==> src/rtl/pic8259_pkg.sv <==
// pic8259_pkg: shared definitions for the 8259A command-word sequencer.
//   - seq_state_e    : initialization / run state encoding
//   - bit indices    : ICW1/ICW4/OCW2/OCW3 field positions on the data bus
//   - OCW2 encodings : R/SL/EOI command codes (OCW2[7:5])
//   - is_icw1()      : ICW1 decode (A0=0, D4=1), legal from any state
package pic8259_pkg;

  typedef enum logic [2:0] {
    ST_UNINIT    = 3'd0,
    ST_WAIT_ICW2 = 3'd1,
    ST_WAIT_ICW3 = 3'd2,
    ST_WAIT_ICW4 = 3'd3,
    ST_READY     = 3'd4
  } seq_state_e;

  // Command discrimination bits (A0=0 writes)
  localparam int BIT_D3   = 3;
  localparam int BIT_D4   = 4;

  // ICW1
  localparam int BIT_IC4  = 0;
  localparam int BIT_SNGL = 1;
  localparam int BIT_LTIM = 3;

  // ICW4
  localparam int BIT_UPM  = 0;
  localparam int BIT_AEOI = 1;
  localparam int BIT_MS   = 2;
  localparam int BIT_BUF  = 3;
  localparam int BIT_SFNM = 4;

  // OCW3
  localparam int BIT_RIS  = 0;
  localparam int BIT_RR   = 1;
  localparam int BIT_P    = 2;
  localparam int BIT_SMM  = 5;
  localparam int BIT_ESMM = 6;

  // OCW2[7:5] = {R, SL, EOI}
  localparam logic [2:0] OCW2_ROT_AEOI_CLR = 3'b000;
  localparam logic [2:0] OCW2_NS_EOI       = 3'b001;
  localparam logic [2:0] OCW2_NOP          = 3'b010;
  localparam logic [2:0] OCW2_SPEC_EOI     = 3'b011;
  localparam logic [2:0] OCW2_ROT_AEOI_SET = 3'b100;
  localparam logic [2:0] OCW2_ROT_NS_EOI   = 3'b101;
  localparam logic [2:0] OCW2_SET_PRIO     = 3'b110;
  localparam logic [2:0] OCW2_ROT_SPEC_EOI = 3'b111;

  function automatic logic is_icw1(input logic a0, input logic [7:0] d);
    return ~a0 & d[BIT_D4];
  endfunction

endpackage

==> src/rtl/bus_strobe_sync_8259.sv <==
// bus_strobe_sync_8259: brings the CPU write bus into the clock domain,
// captures address/data while the write is active and flags a write event
// on the first cycle the write is no longer active.
//   clock, reset               : system clock, sync active-high reset
//   chip_select_n, write_enable_n, address, data_bus_in : raw CPU bus
//   wr_event                   : one-cycle write-complete indication
//   wr_addr, wr_data           : A0 / data captured during the write
module bus_strobe_sync_8259 #(
  parameter int SYNC_STAGES = 2
) (
  input  logic       clock,
  input  logic       reset,
  input  logic       chip_select_n,
  input  logic       write_enable_n,
  input  logic       address,
  input  logic [7:0] data_bus_in,
  output logic       wr_event,
  output logic       wr_addr,
  output logic [7:0] wr_data
);

  // {cs_n, we_n, a0, data}; strobes idle high so reset looks like "no write"
  localparam logic [10:0] BUS_IDLE = 11'b11_0_0000_0000;

  logic [10:0] bus_in;
  logic [10:0] bus_s;

  assign bus_in = {chip_select_n, write_enable_n, address, data_bus_in};

  generate
    if (SYNC_STAGES == 0) begin : g_nosync
      assign bus_s = bus_in;
    end else begin : g_sync
      logic [SYNC_STAGES-1:0][10:0] sync_q, sync_d;

      always_comb begin
        sync_d[0] = bus_in;
        for (int i = 1; i < SYNC_STAGES; i++) sync_d[i] = sync_q[i-1];
      end

      always_ff @(posedge clock) begin
        if (reset) sync_q <= {SYNC_STAGES{BUS_IDLE}};
        else       sync_q <= sync_d;
      end

      assign bus_s = sync_q[SYNC_STAGES-1];
    end
  endgenerate

  logic       active;
  logic       cap_vld_q, cap_vld_d;
  logic       addr_q, addr_d;
  logic [7:0] data_q, data_d;

  assign active = ~bus_s[10] & ~bus_s[9];

  always_comb begin
    addr_d    = addr_q;
    data_d    = data_q;
    // Flag tracks "active was high last cycle"; it drops on the event cycle,
    // so a strobe held across reset needs one sampled-low cycle to re-arm.
    cap_vld_d = active;
    if (active) begin
      addr_d = bus_s[8];
      data_d = bus_s[7:0];
    end
  end

  always_ff @(posedge clock) begin
    if (reset) begin
      cap_vld_q <= 1'b0;
      addr_q    <= 1'b0;
      data_q    <= 8'h00;
    end else begin
      cap_vld_q <= cap_vld_d;
      addr_q    <= addr_d;
      data_q    <= data_d;
    end
  end

  assign wr_event = cap_vld_q & ~active;
  assign wr_addr  = addr_q;
  assign wr_data  = data_q;

endmodule

==> src/rtl/command_word_sequencer_8259.sv <==
// command_word_sequencer_8259: 8259A ICW1..ICW4 initialization sequencer and
// OCW1/2/3 router. All outputs are registered; *_valid, poll_request and
// sequence_error are one-cycle pulses aligned with the field updates.
//   clock, reset        : system clock, sync active-high reset
//   chip_select_n, write_enable_n, address, data_bus_in : CPU bus
//   init_done, level_triggered, single_mode, vector_base, cascade_config,
//   icw4_*              : initialization configuration
//   interrupt_mask      : IMR (OCW1)
//   ocw2_valid/cmd/level: OCW2 command pulse and fields
//   ocw3_valid, special_mask_mode, poll_request, read_isr_select : OCW3
//   sequence_error      : pulse for an ignored, illegal write
module command_word_sequencer_8259
  import pic8259_pkg::*;
#(
  parameter int SYNC_STAGES = 2
) (
  input  logic       clock,
  input  logic       reset,
  input  logic       chip_select_n,
  input  logic       write_enable_n,
  input  logic       address,
  input  logic [7:0] data_bus_in,
  output logic       init_done,
  output logic       level_triggered,
  output logic       single_mode,
  output logic [4:0] vector_base,
  output logic [7:0] cascade_config,
  output logic       icw4_upm,
  output logic       icw4_aeoi,
  output logic       icw4_buf,
  output logic       icw4_master,
  output logic       icw4_sfnm,
  output logic [7:0] interrupt_mask,
  output logic       ocw2_valid,
  output logic [2:0] ocw2_cmd,
  output logic [2:0] ocw2_level,
  output logic       ocw3_valid,
  output logic       special_mask_mode,
  output logic       poll_request,
  output logic       read_isr_select,
  output logic       sequence_error
);

  logic       ev;
  logic       ev_a0;
  logic [7:0] ev_d;

  bus_strobe_sync_8259 #(.SYNC_STAGES(SYNC_STAGES)) u_sync (
    .clock          (clock),
    .reset          (reset),
    .chip_select_n  (chip_select_n),
    .write_enable_n (write_enable_n),
    .address        (address),
    .data_bus_in    (data_bus_in),
    .wr_event       (ev),
    .wr_addr        (ev_a0),
    .wr_data        (ev_d)
  );

  logic [2:0] state_q, state_d;
  logic       init_done_q, init_done_d;
  logic       ltim_q, ltim_d, sngl_q, sngl_d, ic4_q, ic4_d;
  logic [4:0] vb_q, vb_d;
  logic [7:0] cas_q, cas_d;
  logic [4:0] icw4_q, icw4_d;   // ICW4[4:0] as written
  logic [7:0] imr_q, imr_d;
  logic       o2v_q, o2v_d;
  logic [2:0] o2c_q, o2c_d, o2l_q, o2l_d;
  logic       o3v_q, o3v_d;
  logic       smm_q, smm_d, poll_q, poll_d, ris_q, ris_d;
  logic       serr_q, serr_d;

  always_comb begin
    state_d     = state_q;
    init_done_d = init_done_q;
    ltim_d      = ltim_q;
    sngl_d      = sngl_q;
    ic4_d       = ic4_q;
    vb_d        = vb_q;
    cas_d       = cas_q;
    icw4_d      = icw4_q;
    imr_d       = imr_q;
    o2c_d       = o2c_q;
    o2l_d       = o2l_q;
    smm_d       = smm_q;
    ris_d       = ris_q;
    o2v_d       = 1'b0;
    o3v_d       = 1'b0;
    poll_d      = 1'b0;
    serr_d      = 1'b0;

    if (ev) begin
      if (is_icw1(ev_a0, ev_d)) begin
        // ICW1 restarts from any state, including mid-sequence
        ltim_d      = ev_d[BIT_LTIM];
        sngl_d      = ev_d[BIT_SNGL];
        ic4_d       = ev_d[BIT_IC4];
        imr_d       = 8'h00;
        smm_d       = 1'b0;
        ris_d       = 1'b0;
        init_done_d = 1'b0;
        if (!ev_d[BIT_IC4]) icw4_d = 5'b0;
        state_d     = ST_WAIT_ICW2;
      end else begin
        case (state_q)
          ST_WAIT_ICW2: begin
            if (ev_a0) begin
              vb_d = ev_d[7:3];
              if (!sngl_q)    state_d = ST_WAIT_ICW3;
              else if (ic4_q) state_d = ST_WAIT_ICW4;
              else begin
                state_d     = ST_READY;
                init_done_d = 1'b1;
              end
            end else serr_d = 1'b1;
          end
          ST_WAIT_ICW3: begin
            if (ev_a0) begin
              cas_d = ev_d;
              if (ic4_q) state_d = ST_WAIT_ICW4;
              else begin
                state_d     = ST_READY;
                init_done_d = 1'b1;
              end
            end else serr_d = 1'b1;
          end
          ST_WAIT_ICW4: begin
            if (ev_a0) begin
              icw4_d      = ev_d[4:0];
              state_d     = ST_READY;
              init_done_d = 1'b1;
            end else serr_d = 1'b1;
          end
          ST_READY: begin
            if (ev_a0) imr_d = ev_d;
            else if (!ev_d[BIT_D3]) begin
              o2v_d = 1'b1;
              o2c_d = ev_d[7:5];
              o2l_d = ev_d[2:0];
            end else begin
              o3v_d  = 1'b1;
              poll_d = ev_d[BIT_P];
              if (ev_d[BIT_RR])   ris_d = ev_d[BIT_RIS];
              if (ev_d[BIT_ESMM]) smm_d = ev_d[BIT_SMM];
            end
          end
          ST_UNINIT: serr_d = 1'b1;
          default:   state_d = ST_UNINIT;
        endcase
      end
    end
  end

  always_ff @(posedge clock) begin
    if (reset) begin
      state_q     <= ST_UNINIT;
      init_done_q <= 1'b0;
      ltim_q      <= 1'b0;
      sngl_q      <= 1'b0;
      ic4_q       <= 1'b0;
      vb_q        <= 5'h00;
      cas_q       <= 8'h00;
      icw4_q      <= 5'h00;
      imr_q       <= 8'hFF;
      o2v_q       <= 1'b0;
      o2c_q       <= 3'b000;
      o2l_q       <= 3'b000;
      o3v_q       <= 1'b0;
      smm_q       <= 1'b0;
      poll_q      <= 1'b0;
      ris_q       <= 1'b0;
      serr_q      <= 1'b0;
    end else begin
      state_q     <= state_d;
      init_done_q <= init_done_d;
      ltim_q      <= ltim_d;
      sngl_q      <= sngl_d;
      ic4_q       <= ic4_d;
      vb_q        <= vb_d;
      cas_q       <= cas_d;
      icw4_q      <= icw4_d;
      imr_q       <= imr_d;
      o2v_q       <= o2v_d;
      o2c_q       <= o2c_d;
      o2l_q       <= o2l_d;
      o3v_q       <= o3v_d;
      smm_q       <= smm_d;
      poll_q      <= poll_d;
      ris_q       <= ris_d;
      serr_q      <= serr_d;
    end
  end

  assign init_done         = init_done_q;
  assign level_triggered   = ltim_q;
  assign single_mode       = sngl_q;
  assign vector_base       = vb_q;
  assign cascade_config    = cas_q;
  assign icw4_upm          = icw4_q[BIT_UPM];
  assign icw4_aeoi         = icw4_q[BIT_AEOI];
  assign icw4_master       = icw4_q[BIT_MS];
  assign icw4_buf          = icw4_q[BIT_BUF];
  assign icw4_sfnm         = icw4_q[BIT_SFNM];
  assign interrupt_mask    = imr_q;
  assign ocw2_valid        = o2v_q;
  assign ocw2_cmd          = o2c_q;
  assign ocw2_level        = o2l_q;
  assign ocw3_valid        = o3v_q;
  assign special_mask_mode = smm_q;
  assign poll_request      = poll_q;
  assign read_isr_select   = ris_q;
  assign sequence_error    = serr_q;

endmodule

==> config.mk <==
export PLATFORM = sky130hd
export DESIGN_NAME = command_word_sequencer_8259
export DESIGN_NICKNAME = d
export VERILOG_FILES = /design/src/rtl/pic8259_pkg.sv /design/src/rtl/bus_strobe_sync_8259.sv /design/src/rtl/command_word_sequencer_8259.sv
export SDC_FILE = /design/constraint.sdc
export NUM_CORES = 1
export LEC_CHECK = 0
export CORE_MARGIN = 2
export CORE_UTILIZATION = 51
export CTS_CLUSTER_SIZE = 12
export DETAILED_ROUTE_END_ITERATION = 16
export PLACE_DENSITY_LB_ADDON = 0.25
export REMOVE_ABC_BUFFERS = 1
export SETUP_SLACK_MARGIN = 0.1
export SYNTH_ARGS = -nofsm -noshare
export SYNTH_HDL_FRONTEND = slang
export SYNTH_HIERARCHICAL = 1
export SYNTH_SLANG_ARGS = --single-unit
==> constraint.sdc <==
create_clock -name clock -period 2.5 [get_ports clock]
set_input_delay 0.5 -clock clock [delete_from_list [all_inputs] [get_ports clock]]
set_output_delay 0.5 -clock clock [all_outputs]
set_load 0.005 [all_outputs]
==> results of run 1 <==
## kinds of logic after synthesis
logic type,Yosys count,synth area share [%]
AND/OR/NAND/NOR,111,22.6
AO/OA/AOI/OAI,52,11.7
flip-flops,77,54.1
buffers and inverters,24,3.86
multiplexers,22,7.73
## registers in the layout, summed over array words and instances (netlist names), 3 cells and up
name / cells
ocw2_cmd: 3
cascade_config: 8
icw4_q: 5
state_q: 3
ocw2_level: 3
u_sync/wr_data: 8
interrupt_mask: 8
vector_base: 5
u_sync/g_sync.sync_d: 11
u_sync/bus_s: 11
## stage by stage
step	instances	utilization [%]	total power (uW)	hold WS, ns	cell area [um^2]
final	412	65.7	2100	0.412	3570
after detailed placement	397	62.8	1340	0.397	3420
after CTS	412	65.7	2110	0.413	3570
after global placement	397	62.8	1330	0.395	3420
after floorplan	266	-	1290	0.389	2760
after global routing	412	65.7	2170	0.425	3570
## critical path, delay by kind of cell (launching register included)
family           cells  cell delay, ns
AO/OA/AOI/OAI        2            0.89
flip-flops           1            0.53
AND/OR/NAND/NOR      2            0.39
## how the worst min path moves through the flow
stage	startpoint	endpoint	slack [ns]	cells after the start
CTS	u_sync/g_sync.sync_d[21]$_SDFF_PP1_	u_sync/bus_s[10]$_SDFF_PP1_	0.41	1
floorplan	u_sync/g_sync.sync_d[21]$_SDFF_PP1_	u_sync/bus_s[10]$_SDFF_PP1_	0.39	1
global placement	u_sync/g_sync.sync_d[20]$_SDFF_PP1_	u_sync/bus_s[9]$_SDFF_PP1_	0.39	1
detailed placement	u_sync/g_sync.sync_d[21]$_SDFF_PP1_	u_sync/bus_s[10]$_SDFF_PP1_	0.40	1
finish	u_sync/g_sync.sync_d[20]$_SDFF_PP1_	u_sync/bus_s[9]$_SDFF_PP1_	0.41	1
global route	u_sync/g_sync.sync_d[21]$_SDFF_PP1_	u_sync/bus_s[10]$_SDFF_PP1_	0.43	1
## final cells by class
cell class                      count  area (um^2)
Fill cell                         475         1860
Sequential cell                    77         1540
Multi-Input combinational cell    185         1200
Timing Repair Buffer               59          571
Clock buffer                       13          149
Tap cell                           72         90.1
Inverter                            4         15.0
Clock inverter                      2         10.0
## per-layer routing
metal	vias up	wire, um
met5	-	0
met4	0	115
met3	11	258
met2	54	2750
met1	998	2600
li1	1082	-
## cell usage in the layout, fill, tap and decap left out, drive strengths merged, types with 3 or more instances in the layout
master / netlist / final
a221o: 4 / 4
nand2: 16 / 16
a22oi: 4 / 4
a211o: 4 / 4
buf: 9 / 7
nor3: 5 / 5
or3b: 9 / 9
or4: 3 / 3
o21ai: 17 / 17
nor2b: 20 / 20
or2: 6 / 6
nor2: 35 / 35
mux2i: 22 / 22
inv: 4 / 4
nand2b: 5 / 5
clkbuf: 11 / 13
clkdlybuf4s50: 0 / 52
dfxtp: 77 / 77
a21oi: 15 / 15
## synthesized netlist by cell type, drive strengths merged
cell     instances  area, um^2
a211o            4        35.0
a21oi           15        75.1
a221o            4        40.0
a221oi           1        8.76
a22oi            4        30.0
a31oi            1        6.26
and2             1        6.26
and3             2        12.5
and4b            1        10.0
and4bb           1        12.5
buf              9        52.6
clkbuf          11        42.5
dfxtp           77        1540
inv              4        15.0
mux2i           22         220
nand2           16        60.1
nand2b           5        31.3
nand3            2        10.0
nand3b           1        7.51
nand4b           1        8.76
nand4bb          1        11.3
nor2            35         139
nor2b           20         133
nor3             5        47.5
nor3b            1        7.51
nor4b            1        8.76
o2111a           1        11.3
o211ai           1        7.51
o21a             1        7.51
o21ai           17        88.8
o22a             1        8.76
o22ai            1        6.26
o31a             1        8.76
or2              6        37.5
or3b             9        78.8
or4              3        22.5
## power by group
| group | total, uW | internal, uW | switching (uW) |
|---|---|---|---|
| Sequential | 1250 | 1240 | 4.07 |
| Combinational | 60.9 | 30.0 | 30.9 |
| Clock | 789 | 380 | 409 |
==> summary.md, run 1 <==
| Metric | Value |
|---|---|
| Status | complete, no violations |
| Cell Rows | 27 |
| Vias per cell | 5.21 |
| Worst setup margin | 0.590 ns |
| Syn avg cell area | 9.97 um^2 |
| Slew at the pin closest to its max-slew limit | 0.764 ns |
| Share of cells above drive strength 1 | 9.12% |
| Endpoint arrival time on the critical path | 2.14 ns |
| Diodes inserted | 0 |
| Cell Area, Synth | 0.00285 mm^2 |
| Max incr delay on CP | 0.60 ns |
| M1 GR Usage | 25.0% |
| H-tree levels | 3 |
| CTS root buffer | clkbuf_8 |
| Critical-path cell list | and4bb_2 > o21ai_1 > nor2_1 > a211o_1 |
| Peak supply drop | 0.531 mV |
| Postcts setup bufs | 0 |
| Critical R2R Capture | interrupt_mask[1]$_SDFFE_PP1P_ |
| Final WL | 5730 um |
| Clock Tree Buf Depth | 2 |
| Via count | 2,145 |
| Busiest layer in global routing | met2 |
| R2R Setup Slk | 0.59 ns |
| Antenna viol nets, final | 0 |
| HP Class | reg2reg |
| Fin. Hold Viols | 0 |
| Met2 usage | 32.3% |
| Routed wire length per instance | 13.9 um |
| Post-synthesis sequential area ratio | 54.1% |
| GPL Wtd Cong | 0.774 |
| CTS tree | built |
| DRT Pass-1 Iters | 4 |
| Largest net degree at the start of global routing | 41 |
| Initial antenna violation count | 0 |
| CTS Sinks | 77 |
| Synth Instances | 286 |
| First-pass GRT wire length | 9470 um |
| Clock transition at path regs | 0.07 ns |
| Data required time of the worst path | 2.73 ns |
| Vias in the first global route | 2,015 |
| GR Overflow Total | 0 |
| Synth Register Bits | 77 |
| Slowest stage cell, crit path | o21ai_1 |
| First DRT Iteration DRCs | 235 |
| # DRC | 0 |
| Fin Setup TNS | 0 ns |
| Maximum capacitance violations | 0 |
| Die area | 0.00620 mm^2 |
| P&R area growth vs syn | 25.4% |
| Clock Skew | 0.00308 ns |
| Initial core utilization | 52.4% |
| Crit Reg-Reg Startpoint | state_q[1]$_SDFFE_PP0P_ |
| Global Route met3 Usage | 4.66% |
| Core area | 0.00544 mm^2 |
| Clock Latency Late Sink | 0.33 ns |
| Setup WS pre-CTS | 0.607 ns |
| Pwr Density | 587 mW/mm^2 |
| GRT Util Overall | 20.1% |
| Chip Width | 78.8 um |
| Ports | 54 |
| Final worst path period share | 76.4% |
| Die height | 78.8 um |
| Relative slew slack | 48.7% |
| CP endpoint kind | flop |
| Count of hold-fix buffers inserted at cts | 0 |
| Worst Path Max Fanout | 12 |
| Nets | 349 |
| Fin crit period | 1.91 ns |
| Detail Placement HPWL | 3790 um |
| Worst Reg-to-Reg Cells | 4 |
| CP startpoint kind | flop |
| Slew Limit Fails | 0 |
| Crit Path Class | reg2reg |
| RSZ-0062 raised after global routing | no |
| Fmax | 523 MHz |
| Worst setup path endpoint | interrupt_mask[1]$_SDFFE_PP1P_ |
| Setup Viol. Count Final | 0 |
| PostCTS Resize Cnt | 0 |
| PortBufs | 53 |
| Critical Path Start | state_q[1]$_SDFFE_PP0P_ |
| Static leakage | 0.00124 uW |
| CTS Buf Count | 9 |
| Yosys Warn Count | 6 |
| Post-synthesis cell type count | 45 |
(Power assumes the default switching activity.)
==> run 2: changes to the inputs <==
--- a/config.mk
+++ b/config.mk
@@ -6,7 +6,7 @@
 export NUM_CORES = 1
 export LEC_CHECK = 0
 export CORE_MARGIN = 2
-export CORE_UTILIZATION = 51
+export CORE_UTILIZATION = 46
 export CTS_CLUSTER_SIZE = 12
 export DETAILED_ROUTE_END_ITERATION = 16
 export PLACE_DENSITY_LB_ADDON = 0.25
==> constraint.sdc (replaced) <==
create_clock -name clock -period 1.7 [get_ports clock]
set_input_delay 0.34 -clock clock [delete_from_list [all_inputs] [get_ports clock]]
set_output_delay 0.34 -clock clock [all_outputs]
set_load 0.005 [all_outputs]
==> run 2 against run 1 <==
Core utilization decreased by 2.1 points. Cell count increased by 5.6%. Sequential share of layout area fell by 2.2 points. Critical path depth decreased by 3. Combinational power grew 51%. Largest cell class unchanged. Clock power is 56% higher. Via count grew 4.9%. Register-to-register slack got worse by 0.43 ns. Total power rose by 50%. Worst hold slack got worse by 0.15 ns.
==> summary.md, run 2 (synthesis results as in run 1) <==
| Metric | Value |
|---|---|
| Status | complete, no violations |
| GRT Util Overall | 19.1% (-1.0 points) |
| First-pass GRT wire length | 9710 um (+2.6%) |
| Initial core utilization | 47.9% (-4.5 points) |
| Fin crit period | 1.55 ns |
| Relative slew slack | 65.8% (+17 points) |
| Register area | 0.00155 mm^2 (+0.49%) |
| Clock Skew | 0.00939 ns (+0.00631 ns) |
| Worst Path Max Fanout | 2 (-10) |
| Largest net degree at the start of global routing | 32 (-22%) |
| Worst Reg-to-Reg Cells | 7 (+3) |
| PortBufs | 53 (unchanged) |
| Slew Limit Fails | 0 (unchanged) |
| Multi-input gate area in the final layout | 0.00122 mm^2 (+1.8%) |
| CP endpoint kind | output pin |
| Die height | 82.7 um (+5.0%) |
| CTS tree | built |
| Vias per cell | 5.17 (-0.61%) |
| CTS Buf Count | 9 (unchanged) |
| CP startpoint kind | flop |
| Routed wire length per instance | 14.3 um (+2.8%) |
| Initial antenna violation count | 0 (unchanged) |
| GPL Wtd Cong | 0.902 (+16%) |
| Clock Latency Late Sink | 0.34 ns (about the same) |
| CTS Sinks | 77 (unchanged) |
| Top delay family on crit path | buffers and inverters |
| Cell Rows | 28 (+3.7%) |
| Slowest stage cell, crit path | clkdlybuf4s50_1 |
| Fmax | 644 MHz |
| Commonest non-fill, non-tap cells in the layout | dfxtp_1 (73), clkdlybuf4s50_1 (51), nor2_1 (34), buf_4 (23), mux2i_1 (21) |
| Core area | 0.00596 mm^2 (+9.5%) |
| Bufs and invs on worst path | 1 (+1) |
| Setup Viol. Count Final | 0 (unchanged) |
| Setup WS pre-CTS | 0.0875 ns (-0.520 ns) |
| H-tree levels | 3 (unchanged) |
| Via count | 2,251 (+4.9%) |
| HP Class | in2reg |
| CTS root buffer | clkbuf_8 |
| Pwr Density | 833 mW/mm^2 (+42%) |
| Clock transition at path regs | 0.08 ns (about the same) |
| Slew at the pin closest to its max-slew limit | 0.512 ns (-0.252 ns) |
| Static leakage | 0.00137 uW (+11%) |
| Maximum capacitance violations | 0 (unchanged) |
| Endpoint arrival time on the critical path | 1.21 ns (-0.93 ns) |
| # fillers | 512 (+7.8%) |
| Hold slack | 0.260 ns (-0.152 ns) |
| Crit Path Class | reg2out |
| First DRT Iteration DRCs | 164 (-30%) |
| Diodes inserted | 0 (unchanged) |
| Number of cells on the critical path | 1 (-3) |
| Share of cells above drive strength 1 | 16.7% (+7.5 points) |
| Ports | 54 (unchanged) |
| # DRC | 0 (unchanged) |
| Critical-path cell list | clkdlybuf4s50_1 |
| Hold Crit Depth | 2 (+1) |
| Vias in the first global route | 1,997 (-0.89%) |
| Final WL | 6210 um (+8.5%) |
| Max incr delay on CP | 0.52 ns (-0.08 ns) |
| Clock Tree Buf Depth | 2 (unchanged) |
| Total power | 3150 uW (+50%) |
| RSZ-0062 raised after global routing | no |
| Final worst path period share | 91.3% |
| Chip Width | 82.7 um (+5.0%) |
| Die area | 0.00684 mm^2 (+10%) |
| Worst setup margin | 0.148 ns (-0.442 ns) |
| P&R area growth vs syn | 32.9% |
| Peak supply drop | 0.649 mV (+22%) |
| Data required time of the worst path | 1.36 ns (-1.37 ns) |
| Antenna viol nets, final | 0 (unchanged) |
| Detail Placement HPWL | 4060 um (+7.2%) |
| Fin. Hold Viols | 0 (unchanged) |
| DRT Pass-1 Iters | 4 (unchanged) |
| Most common cell after layout, fill and taps aside | dfxtp_1 |
| GR Overflow Total | 0 (unchanged) |
| Nets | 368 (+5.4%) |
run 2: cell count changes in the layout (fill, tap and decap cells not counted), sizes merged:
cell | previous run | this run
clkdlybuf4s50 | 52 | 51
buf | 7 | 26
dlymetal6s2s | 0 | 1
clkbuf | 13 | 12
clkinvlp | 0 | 1
clkinv | 2 | 3
run 2: power breakdown:
group	switching, uW	internal, uW
clock	629	603
combinational	45.6	46.6
sequential	6.03	1830
run 2: final timing paths:
path	startpoint	end	slack (ns)
setup / recovery	ocw2_level[1]$_SDFFE_PP0P_	ocw2_level[1]	0.15
hold reg to reg	u_sync/g_sync.sync_d[21]$_SDFF_PP1_	u_sync/bus_s[10]$_SDFF_PP1_	0.41
setup reg to reg	u_sync/bus_s[10]$_SDFF_PP1_	cascade_config[1]$_SDFFE_PP0P_	0.16
hold / removal	reset	u_sync/wr_addr$_SDFFE_PP0P_	0.26
run 2: layout make-up:
type	count	share of cell area [%]
sequential	77	40.9
multi-input combinational	185	32.2
timing repair buffer	78	19.3
clock buffer	12	4.10
tap	75	2.48
clock inverter	4	0.595
inverter	4	0.396
run 2: repair_timing:
item                                    CTS  global route
setup buffers                             1             9
endpoints found under the setup margin   13            32
cloned                                    0             0
pin swaps                                 1             3
resized for setup                         2             9
hold buffers                              0             0
run 2: through the flow:
| step | util, % | TNS, ns | cells | cell area (um^2) |
|---|---|---|---|---|
| global placement | 58.6 | 0 | 409 | 3490 |
| floorplan | - | -1.27 | 266 | 2760 |
| global route | 63.6 | 0 | 435 | 3790 |
| detailed placement | 58.6 | 0 | 409 | 3490 |
| CTS | 61.9 | 0 | 426 | 3690 |
| finish | 63.6 | 0 | 435 | 3790 |
run 2: routing by layer:
metal / track usage (%) / vias to the layer above / share of wire, %
met2: 29.8 / 69 / 48
met5: 0 / - / 0
met4: 6.39 / 0 / 1.7
met1: 25.3 / 1050 / 45
li1: - / 1123 / -
met3: 5.54 / 9 / 5.2
